`src/rtl/mem_lsu_pkg.sv`:
```
// Shared types and funct3 decode helpers for the load/store unit.
package lsu_types;

    // Widest dcache bus the lane logic is written for (64-bit).
    localparam int MAX_BYTES = 8;

    typedef enum logic [1:0] {
        S_IDLE  = 2'd0,
        S_BEAT0 = 2'd1,
        S_BEAT1 = 2'd2,
        S_DONE  = 2'd3
    } lsu_state_t;

    // Access size in bytes from funct3[1:0]: byte, half, word.
    function automatic logic [2:0] f3_size(input logic [1:0] f3_lo);
        case (f3_lo)
            2'b00:   return 3'd1;
            2'b01:   return 3'd2;
            default: return 3'd4;
        endcase
    endfunction

    // Sign-extend for lb/lh; lbu/lhu zero-extend and lw needs no extension.
    function automatic logic f3_signed(input logic [2:0] f3);
        return ~f3[2] & (f3[1:0] != 2'b10);
    endfunction

endpackage

```
`src/rtl/mem_align.sv`:
```
// Combinational lane steering: store shift/enables per beat, load merge and extend.
module mem_align
    import lsu_types::*;
#(
    parameter  int DATA_W = 32,
    localparam int BYTES  = DATA_W / 8,
    localparam int OFF_W  = $clog2(BYTES)
) (
    input  logic              active,
    input  logic              beat,
    input  logic [OFF_W-1:0]  off,
    input  logic [2:0]        funct3,
    input  logic [31:0]       sdata,
    input  logic [DATA_W-1:0] rdata,
    input  logic [31:0]       buf_in,
    output logic [BYTES-1:0]  byte_en,
    output logic [DATA_W-1:0] wdata,
    output logic [31:0]       merged,
    output logic [31:0]       ext
);

    logic [2:0] size;
    logic       sgn;

    assign size = f3_size(funct3[1:0]);
    assign sgn  = f3_signed(funct3);

    // Map every dcache lane to its access-relative byte; beat 1 continues
    // where beat 0 ran off the top lane, so its lane 0 is byte BYTES-off.
    always_comb begin
        int rel;
        rel     = 0;
        byte_en = '0;
        wdata   = '0;
        merged  = buf_in;
        for (int l = 0; l < BYTES; l++) begin
            rel = beat ? (BYTES - int'(off) + l) : (l - int'(off));
            if (active && rel >= 0 && rel < int'(size)) begin
                byte_en[l]             = 1'b1;
                wdata[8*l +: 8]        = sdata[8*rel[1:0] +: 8];
                merged[8*rel[1:0] +: 8] = rdata[8*l +: 8];
            end
        end
    end

    // Extend the assembled load bytes to 32 bits.
    always_comb begin
        ext = buf_in;
        case (size)
            3'd1:    ext = {{24{sgn & buf_in[7]}}, buf_in[7:0]};
            3'd2:    ext = {{16{sgn & buf_in[15]}}, buf_in[15:0]};
            default: ext = buf_in;
        endcase
    end

endmodule

```
`src/rtl/mem_lsu.sv`:
```
// Load/store unit: turns an EX/MEM access into one or two dcache beats,
// stalls the pipeline until the access retires.
module mem_lsu
    import lsu_types::*;
#(
    parameter  int DATA_W           = 32,
    parameter  int ALLOW_MISALIGNED = 1,
    localparam int BYTES            = DATA_W / 8,
    localparam int OFF_W            = $clog2(BYTES)
) (
    input  logic              clk,
    input  logic              rst,
    input  logic              exmem_valid,
    input  logic              exmem_read,
    input  logic              exmem_write,
    input  logic [2:0]        exmem_funct3,
    input  logic [31:0]       exmem_alu_out,
    input  logic [31:0]       exmem_rs2_out,
    output logic [31:0]       dcache_addr,
    output logic              dcache_read,
    output logic              dcache_write,
    output logic [BYTES-1:0]  dcache_byte_enable,
    output logic [DATA_W-1:0] dcache_wdata,
    input  logic              dcache_resp,
    input  logic [DATA_W-1:0] dcache_rdata,
    output logic [31:0]       mem_rdata,
    output logic              mem_done,
    output logic              mem_misalign,
    output logic              mem_stall
);

    lsu_state_t  state_q, state_d;
    logic        is_read_q, is_read_d;
    logic        is_write_q, is_write_d;
    logic [2:0]  funct3_q, funct3_d;
    logic [31:0] addr_q, addr_d;
    logic [31:0] sdata_q, sdata_d;
    logic [31:0] buf_q, buf_d;
    logic        misalign_q, misalign_d;

    logic              start;
    logic              split_in;
    logic              split_cur;
    logic              req_active;
    logic              beat1;
    logic [31:0]       base;
    logic [BYTES-1:0]  be_w;
    logic [DATA_W-1:0] wd_w;
    logic [31:0]       merged_w;
    logic [31:0]       ext_w;

    assign start      = (state_q == S_IDLE) && exmem_valid && (exmem_read || exmem_write);
    assign split_in   = (int'(exmem_alu_out[OFF_W-1:0]) + int'(f3_size(exmem_funct3[1:0]))) > BYTES;
    assign split_cur  = (int'(addr_q[OFF_W-1:0]) + int'(f3_size(funct3_q[1:0]))) > BYTES;
    assign req_active = (state_q == S_BEAT0) || (state_q == S_BEAT1);
    assign beat1      = (state_q == S_BEAT1);
    assign base       = {addr_q[31:OFF_W], {OFF_W{1'b0}}};

    mem_align #(.DATA_W(DATA_W)) u_align (
        .active  (req_active),
        .beat    (beat1),
        .off     (addr_q[OFF_W-1:0]),
        .funct3  (funct3_q),
        .sdata   (sdata_q),
        .rdata   (dcache_rdata),
        .buf_in  (buf_q),
        .byte_en (be_w),
        .wdata   (wd_w),
        .merged  (merged_w),
        .ext     (ext_w)
    );

    // Next state, operand latches and load merge buffer.
    always_comb begin
        state_d    = state_q;
        is_read_d  = is_read_q;
        is_write_d = is_write_q;
        funct3_d   = funct3_q;
        addr_d     = addr_q;
        sdata_d    = sdata_q;
        buf_d      = buf_q;
        misalign_d = misalign_q;
        case (state_q)
            S_IDLE: begin
                if (start) begin
                    is_read_d  = exmem_read;
                    is_write_d = exmem_write;
                    funct3_d   = exmem_funct3;
                    addr_d     = exmem_alu_out;
                    sdata_d    = exmem_rs2_out;
                    buf_d      = '0;
                    misalign_d = split_in && (ALLOW_MISALIGNED == 0);
                    state_d    = (split_in && (ALLOW_MISALIGNED == 0)) ? S_DONE : S_BEAT0;
                end
            end
            S_BEAT0: begin
                if (dcache_resp) begin
                    if (is_read_q) buf_d = merged_w;
                    state_d = split_cur ? S_BEAT1 : S_DONE;
                end
            end
            S_BEAT1: begin
                if (dcache_resp) begin
                    if (is_read_q) buf_d = merged_w;
                    state_d = S_DONE;
                end
            end
            S_DONE: begin
                state_d = S_IDLE;
            end
            default: state_d = S_IDLE;
        endcase
    end

    // Requests and results come straight from registered state.
    always_comb begin
        dcache_addr        = '0;
        dcache_read        = 1'b0;
        dcache_write       = 1'b0;
        dcache_byte_enable = '0;
        dcache_wdata       = '0;
        if (req_active) begin
            dcache_addr        = beat1 ? (base + 32'(BYTES)) : base;
            dcache_read        = is_read_q;
            dcache_write       = is_write_q;
            dcache_byte_enable = be_w;
            dcache_wdata       = wd_w;
        end
        mem_done     = (state_q == S_DONE);
        mem_misalign = (state_q == S_DONE) && misalign_q;
        mem_rdata    = ((state_q == S_DONE) && is_read_q) ? ext_w : 32'h0;
        mem_stall    = start || req_active;
    end

    // State and latch registers with synchronous reset.
    always_ff @(posedge clk) begin
        if (rst) begin
            state_q    <= S_IDLE;
            is_read_q  <= 1'b0;
            is_write_q <= 1'b0;
            funct3_q   <= '0;
            addr_q     <= '0;
            sdata_q    <= '0;
            buf_q      <= '0;
            misalign_q <= 1'b0;
        end else begin
            state_q    <= state_d;
            is_read_q  <= is_read_d;
            is_write_q <= is_write_d;
            funct3_q   <= funct3_d;
            addr_q     <= addr_d;
            sdata_q    <= sdata_d;
            buf_q      <= buf_d;
            misalign_q <= misalign_d;
        end
    end

endmodule
```
`config.mk`:
```
export PLATFORM = sky130hd
export DESIGN_NAME = mem_lsu
export DESIGN_NICKNAME = d
export VERILOG_FILES = /design/src/rtl/mem_lsu_pkg.sv /design/src/rtl/mem_align.sv /design/src/rtl/mem_lsu.sv
export SDC_FILE = /design/constraint.sdc
export NUM_CORES = 1
export LEC_CHECK = 0
export ABC_AREA = 1
export CAP_MARGIN = 10
export CORE_MARGIN = 1
export CORE_UTILIZATION = 46
export DETAILED_ROUTE_END_ITERATION = 10
export MAX_ROUTING_LAYER = met4
export PLACE_DENSITY = 0.78
export SLEW_MARGIN = 20
export SYNTH_ARGS = -nofsm -noshare
export SYNTH_HDL_FRONTEND = slang
export SYNTH_SLANG_ARGS = --single-unit
```
`constraint.sdc`:
```
create_clock -name clk -period 3.8 [get_ports clk]
set_input_delay 0.76 -clock clk [delete_from_list [all_inputs] [get_ports clk]]
set_output_delay 0.76 -clock clk [all_outputs]
set_load 0.02 [all_outputs]
```
# Word-level counts from Yosys, hierarchy flattened
# Index checks and enable logic that the tools add are counted.
# totals
regBits,103
word_cells,117
# op_classes
order_cmp,9
mux,38
n_reduce_logical,21
eq_ne,12
bitwise_logic,4
n_addsub,14
shift,12
# ops
cell,n
32-bit two-way mux,15
5-bit negator with 34-bit output,4
8-bit by 34-bit variable shift with 32-bit output (first input constant),4
8-bit by 34-bit indexed part select with 32-bit output,4
32-bit bitwise mux,4
32-bit by 1-bit greater-or-equal comparator with 1-bit output (second input constant),4
32-bit by 4-bit < comparator with 1-bit output,4
32-bit one-hot mux with 2 select lines,2
32-bit by 6-bit indexed part select with 8-bit output,4
32-bit by 3-bit adder with 32-bit output (second input constant),3
32-bit by 2-bit adder with 32-bit output (second input constant),1
8-bit two-way mux,4
1-bit logical AND,11
2-bit inequality test (second input constant),4
2-bit one-hot mux with 4 select lines,1
1-bit two-way mux,7
2-bit two-way mux,3
3-bit one-hot mux with 2 select lines,1
1-bit by 2-bit subtractor with 3-bit output (first input constant),2
2-bit by 2-bit subtractor with 3-bit output (first input constant),2
2-bit by 3-bit adder with 4-bit output,1
2-bit by 1-bit equality test with 1-bit output (second input constant),2
2-bit equality test (second input constant),2
4-bit by 3-bit > comparator with 1-bit output (second input constant),1
14 further kinds,20

# Depth between registers and ports, before layout
# depth
ltp_word,15
ltp_mapped,21
depth_no_buf,18

# Hierarchy
# From an unflattened synthesis, not the netlist that was laid out.
# hier_totals
cells_unflattened,1726
hier_area_um2,9806.9
# modules_own_cells
mod,cells_per_inst,seq_area_each_um2,instances,area_per_inst_um2
mem_lsu,827,2062.0,1,5346.4
mem_align,899,0.0,1,4460.5

# Worst setup path before layout
# No wires, ideal clock.
# synth_timing
path_type,flip-flop to output port
from,reg addr_q[0]
to,out dcache_wdata[24]
path_stages_with_launch,15
n_path_buf,4
arrival_time_ps,3444
path_slack_ps,-404
path_cell_list,dfxtp_1 -> inv_2 -> clkbuf_1 -> ha_1 -> nand2_1 -> buf_2 -> nand3_1 -> nand2_1 -> clkinv_1 -> buf_2 -> ha_1 -> a21oi_1 -> nand4_4 -> buf_6 -> a211oi_1
# synth_between
elab_chain_len,8
# synth_lines
element,line,rtl
"start, declared",mem_lsu.sv:36,"logic [31:0] addr_q, addr_d;"
"start signal, assigned",mem_lsu.sv:151,addr_q <= addr_d;
3-bit by 2-bit subtractor with 4-bit output,mem_align.sv:37,rel = beat ? (BYTES - int'(off) + l) : (l - int'(off));
32-bit by 3-bit adder with 32-bit output,mem_align.sv:37,
32-bit two-way mux (*),mem_align.sv:37,
32-bit by 1-bit greater-or-equal comparator with 1-bit output,mem_align.sv:38,if (active && rel >= 0 && rel < int'(size)) begin
1-bit logical AND (2 in series),mem_align.sv:38,
8-bit two-way mux (*),mem_align.sv:38,
32-bit two-way mux (*),mem_lsu.sv:122,if (req_active) begin
"end, declared",mem_lsu.sv:23,"output logic [DATA_W-1:0] dcache_wdata,"
# Mark *: on every way between the ends. The rest lies on a longest branch, timed or not.

# Worst setup path after layout
# layout_timing
from,reg addr_q[0]
to,out dcache_byte_enable[1]
# layout_between
elab_chain_len,8
# layout_lines
element,line,rtl
3-bit by 2-bit subtractor with 4-bit output,mem_align.sv:37,
32-bit by 2-bit adder with 32-bit output,mem_align.sv:37,
32-bit two-way mux (*),mem_align.sv:37,
32-bit by 1-bit greater-or-equal comparator with 1-bit output,mem_align.sv:38,
1-bit logical AND,mem_align.sv:38,
1-bit logical AND (*),mem_align.sv:38,
1-bit two-way mux (*),mem_align.sv:38,
4-bit two-way mux (*),mem_lsu.sv:122,
"end, declared",mem_lsu.sv:22,"output logic [BYTES-1:0] dcache_byte_enable,"
# Marks and branches as above.

==> flow_summary.yaml <==
yosys:
  synth-seq-cells: 103
  yosysMostFrequentCell: "nand2_1"
  synthTopCellsByCount: "nand2_1 (283), nor2_1 (190), o21ai_0 (169), inv_1 (165), a21oi_1 (151)"
  netlist_area_um2: 8780
  synth_ff_type: "dfxtp_1"
  ys_warn_count: 0
  synth_top_area_share_pct: 23.5
  syn_inst: 1495
  synth-edff-count: 0
  yosysTopAreaCell: "dfxtp_1"
  synth_seq_area_share_pct: 23.5
  ys_types: 42
  async_reset_ff_share_pct: 0
  netlist_top_cells_area: "dfxtp_1 (23%), nand2_1 (12%), o21ai_0 (9.6%), a21oi_1 (8.6%), nor2_1 (8.1%)"
  syn_area_per_cell_um2: 5.87
clocking:
  cts_tree: "done"
  cts_sinks: 103
  cts-hold-fix-buffers: 0
  htree_num_levels: 3
  clk_latency_ns: 0.36
  cts_buffers: 9
  clk_path_buf_depth: 2
  clk_pin_slew_ns: 0.07
  clockRootBuffer: "clkbuf_16"
detailed_routing:
  drt_iter0_drc: 921
  ant_nets: 0
  via_per_inst: 5.64
  routed_wirelength_um: 33400
  drc: 0
  vias: 10700
  drt-pass1-iter-count: 5
  wl_per_cell_um: 17.7
power:
  p_total_w: 0.00713
  max-vdd-ir-drop_uv: 434
  power_density_nw_per_um2: 617
  p_leak_nw: 5.15
cells_and_area:
  nets: 1785
  fillers: 1844
  drive_above_1_share_pct: 7.18
  fin_cells: 1891
  finalCoreUtilization_pct: 61.8
  finalInstanceArea_um2: 11600
  antenna-diode-count: 0
  synthToLayoutAreaGrowth_pct: 31.7
timing:
  maxSlewHeadroom_pct: 31.5
  max_freq_mhz: 272
  tightest_slew_ns: 1.03
  hold_viol: 0
  finalMaxSlewViolations: 0
  tns_ns: 0
  layout_min_cycle_time_ns: 3.68
  clock-skew-final_ns: 0.00955
  period_share_pct: 96.7
  setup-violations-final: 0
status:
  status: "finished, final reports clean"
worst_setup_path:
  crit_buf_inv: 4
  start_kind: "register"
  required_ns: 3.04
  r2r-start: "addr_q[0]"
  setup.worst_path.end_class: "primary output"
  crit_fanout: 9
  critical-path-top-delay-family: "buffers and inverters"
  crit_start: "addr_q[0]"
  slowest_delay_ns: 0.61
  critical_path_class: "register to primary output"
  worstPathArrival_ns: 2.92
  path_cells: "inv_2, ha_2, nor2_2, inv_1, nand3_1, nand2_2, ha_1, nand2_1, nand2_1, nand2_2, nand2_4, inv_1, clkdlybuf4s50_1"
  slowest_stage: "clkdlybuf4s50_1"
place:
  io_buffer_count: 206
  dp_hpwl_um: 24600
  place_inst: 1875
  gp_congestion: 1.06
  dpl_cell_area_um2: 11200
die:
  dieArea_um2: 19600
  chipHeight_um: 140
  io_pins: 210
  core_area_um2: 18700
  chipWidth_um: 140
  initial_core_util_pct: 46.9
  rows: 50
global_route:
  track_usage_pct: 34.6
  grt_pass1_vias: 9672
  antenna_found_initial: 0
  grt-ovfl-total: 0
  grt_max_degree: 118
  grt_pass1_wl_um: 51600
min_path:
  hp-class: "register to register"
  hp-start: "sdata_q[11]"
flow_run:
  cap_violations: 0
kinds of logic after synthesis:
kind of cell / after synthesis / synth area share, %
compound gates: 370 / 22.6
xor+xnor: 16 / 1.60
fa+ha+maj: 27 / 3.93
buf+inv: 273 / 12.8
flops: 103 / 23.5
other cells: 1 / 0.0427
simple gates: 705 / 35.5
metal layers:
layer	part of all wire [%]	global-route usage, %
met3	7.3	5.06
met5	0	-
met1	43	43.5
met4	4.7	16.3
met2	45	54.5
worst reg2reg max path, cell delays in order, from the launching register on:
cell and delay, ns:
dfxtp_2 0.41, inv_2 0.09, ha_2 0.33, nor2_2 0.11, inv_1 0.06, nand3_1 0.08, nand2_2 0.08, ha_1 0.27
nand2_1 0.07, nand2_1 0.07, nand2_2 0.08, buf_4 0.35, nand3_1 0.36, nand3_1 0.30, nand3_1 0.10, nand2_1 0.07
nand2_1 0.11, nand2_1 0.09, a21oi_1 0.06
layout by cell type, fill, tap and decap left out, types with 2 or more instances in the layout:
master and n:
xnor2_1 4, clkinvlp_4 2, clkbuf_16 9, dlygate4sd2_1 19, o21ai_1 4, inv_1 164, buf_12 2, buf_4 38
a211oi_4 17, nor3_1 16, o21ai_0 169, inv_2 2, xor2_1 12, clkdlybuf4s50_1 162, nand2_4 6, nand3_2 2
nor2_1 187, dfxtp_1 102, nand3_1 140, nand4_1 48, a21oi_1 150, nand2_1 281, a211oi_1 16, inv_6 3
nor2_2 9, a21oi_2 9, clkinv_2 2, nor2_4 4, ha_1 24, conb_1 3, dlymetal6s2s_1 25, clkinv_1 2
nand2_2 3, nor4_1 3
worst paths after layout:
path	end	slack (ns)	depth (start not counted)
setup / recovery	dcache_byte_enable[1]	0.12	13
hold / removal	sdata_q[11]	0.47	2
setup reg to reg	buf_q[7]	0.59	18
hold reg to reg	sdata_q[11]	0.47	2
where the power goes:
group / internal (W) / switching, W / leakage [nW] / total [W]
combinational: 0.00154 / 0.00328 / 4.18 / 0.00482
clock: 0.000449 / 0.000452 / 0.126 / 0.000902
sequential: 0.00127 / 0.000146 / 0.844 / 0.00141
area by class of cell:
| type | instances | area, um2 | share of cell area, % |
|---|---|---|---|
| Clock inverter | 5 | 41.3 | 0.357 |
| Inverter | 171 | 647 | 5.59 |
| Tap cell | 234 | 293 | 2.53 |
| Clock buffer | 10 | 229 | 1.98 |
| Multi-Input combinational cell | 1121 | 5860 | 50.6 |
| Timing Repair Buffer | 247 | 2440 | 21.1 |
| Sequential cell | 103 | 2060 | 17.8 |
what timing repair did:
| item | CTS | global route |
|---|---|---|
| buffers inserted | 1 | 0 |
| cloned | 0 | 0 |
| endpoints found under the setup margin | 43 | 35 |
| hold endpoints to repair | 0 | 0 |
| pin swaps | 1 | 0 |
| resized for setup | 23 | 32 |
sequential cells by signal, indices dropped and copies added (netlist names):
register	count
state_q	2
addr_q	32
is_read_q	1
sdata_q	32
funct3_q	3
is_write_q	1
buf_q	32
per-stage QoR:
step	worst slack, ns	hold slack (ns)
after floorplan	0.0665	0.439
after global placement	0.169	0.452
after detailed placement	0.0865	0.457
after CTS	-0.00685	0.468
after global routing	-0.00294	0.491
final	0.125	0.469
Power figures use the tool's default switching activity.
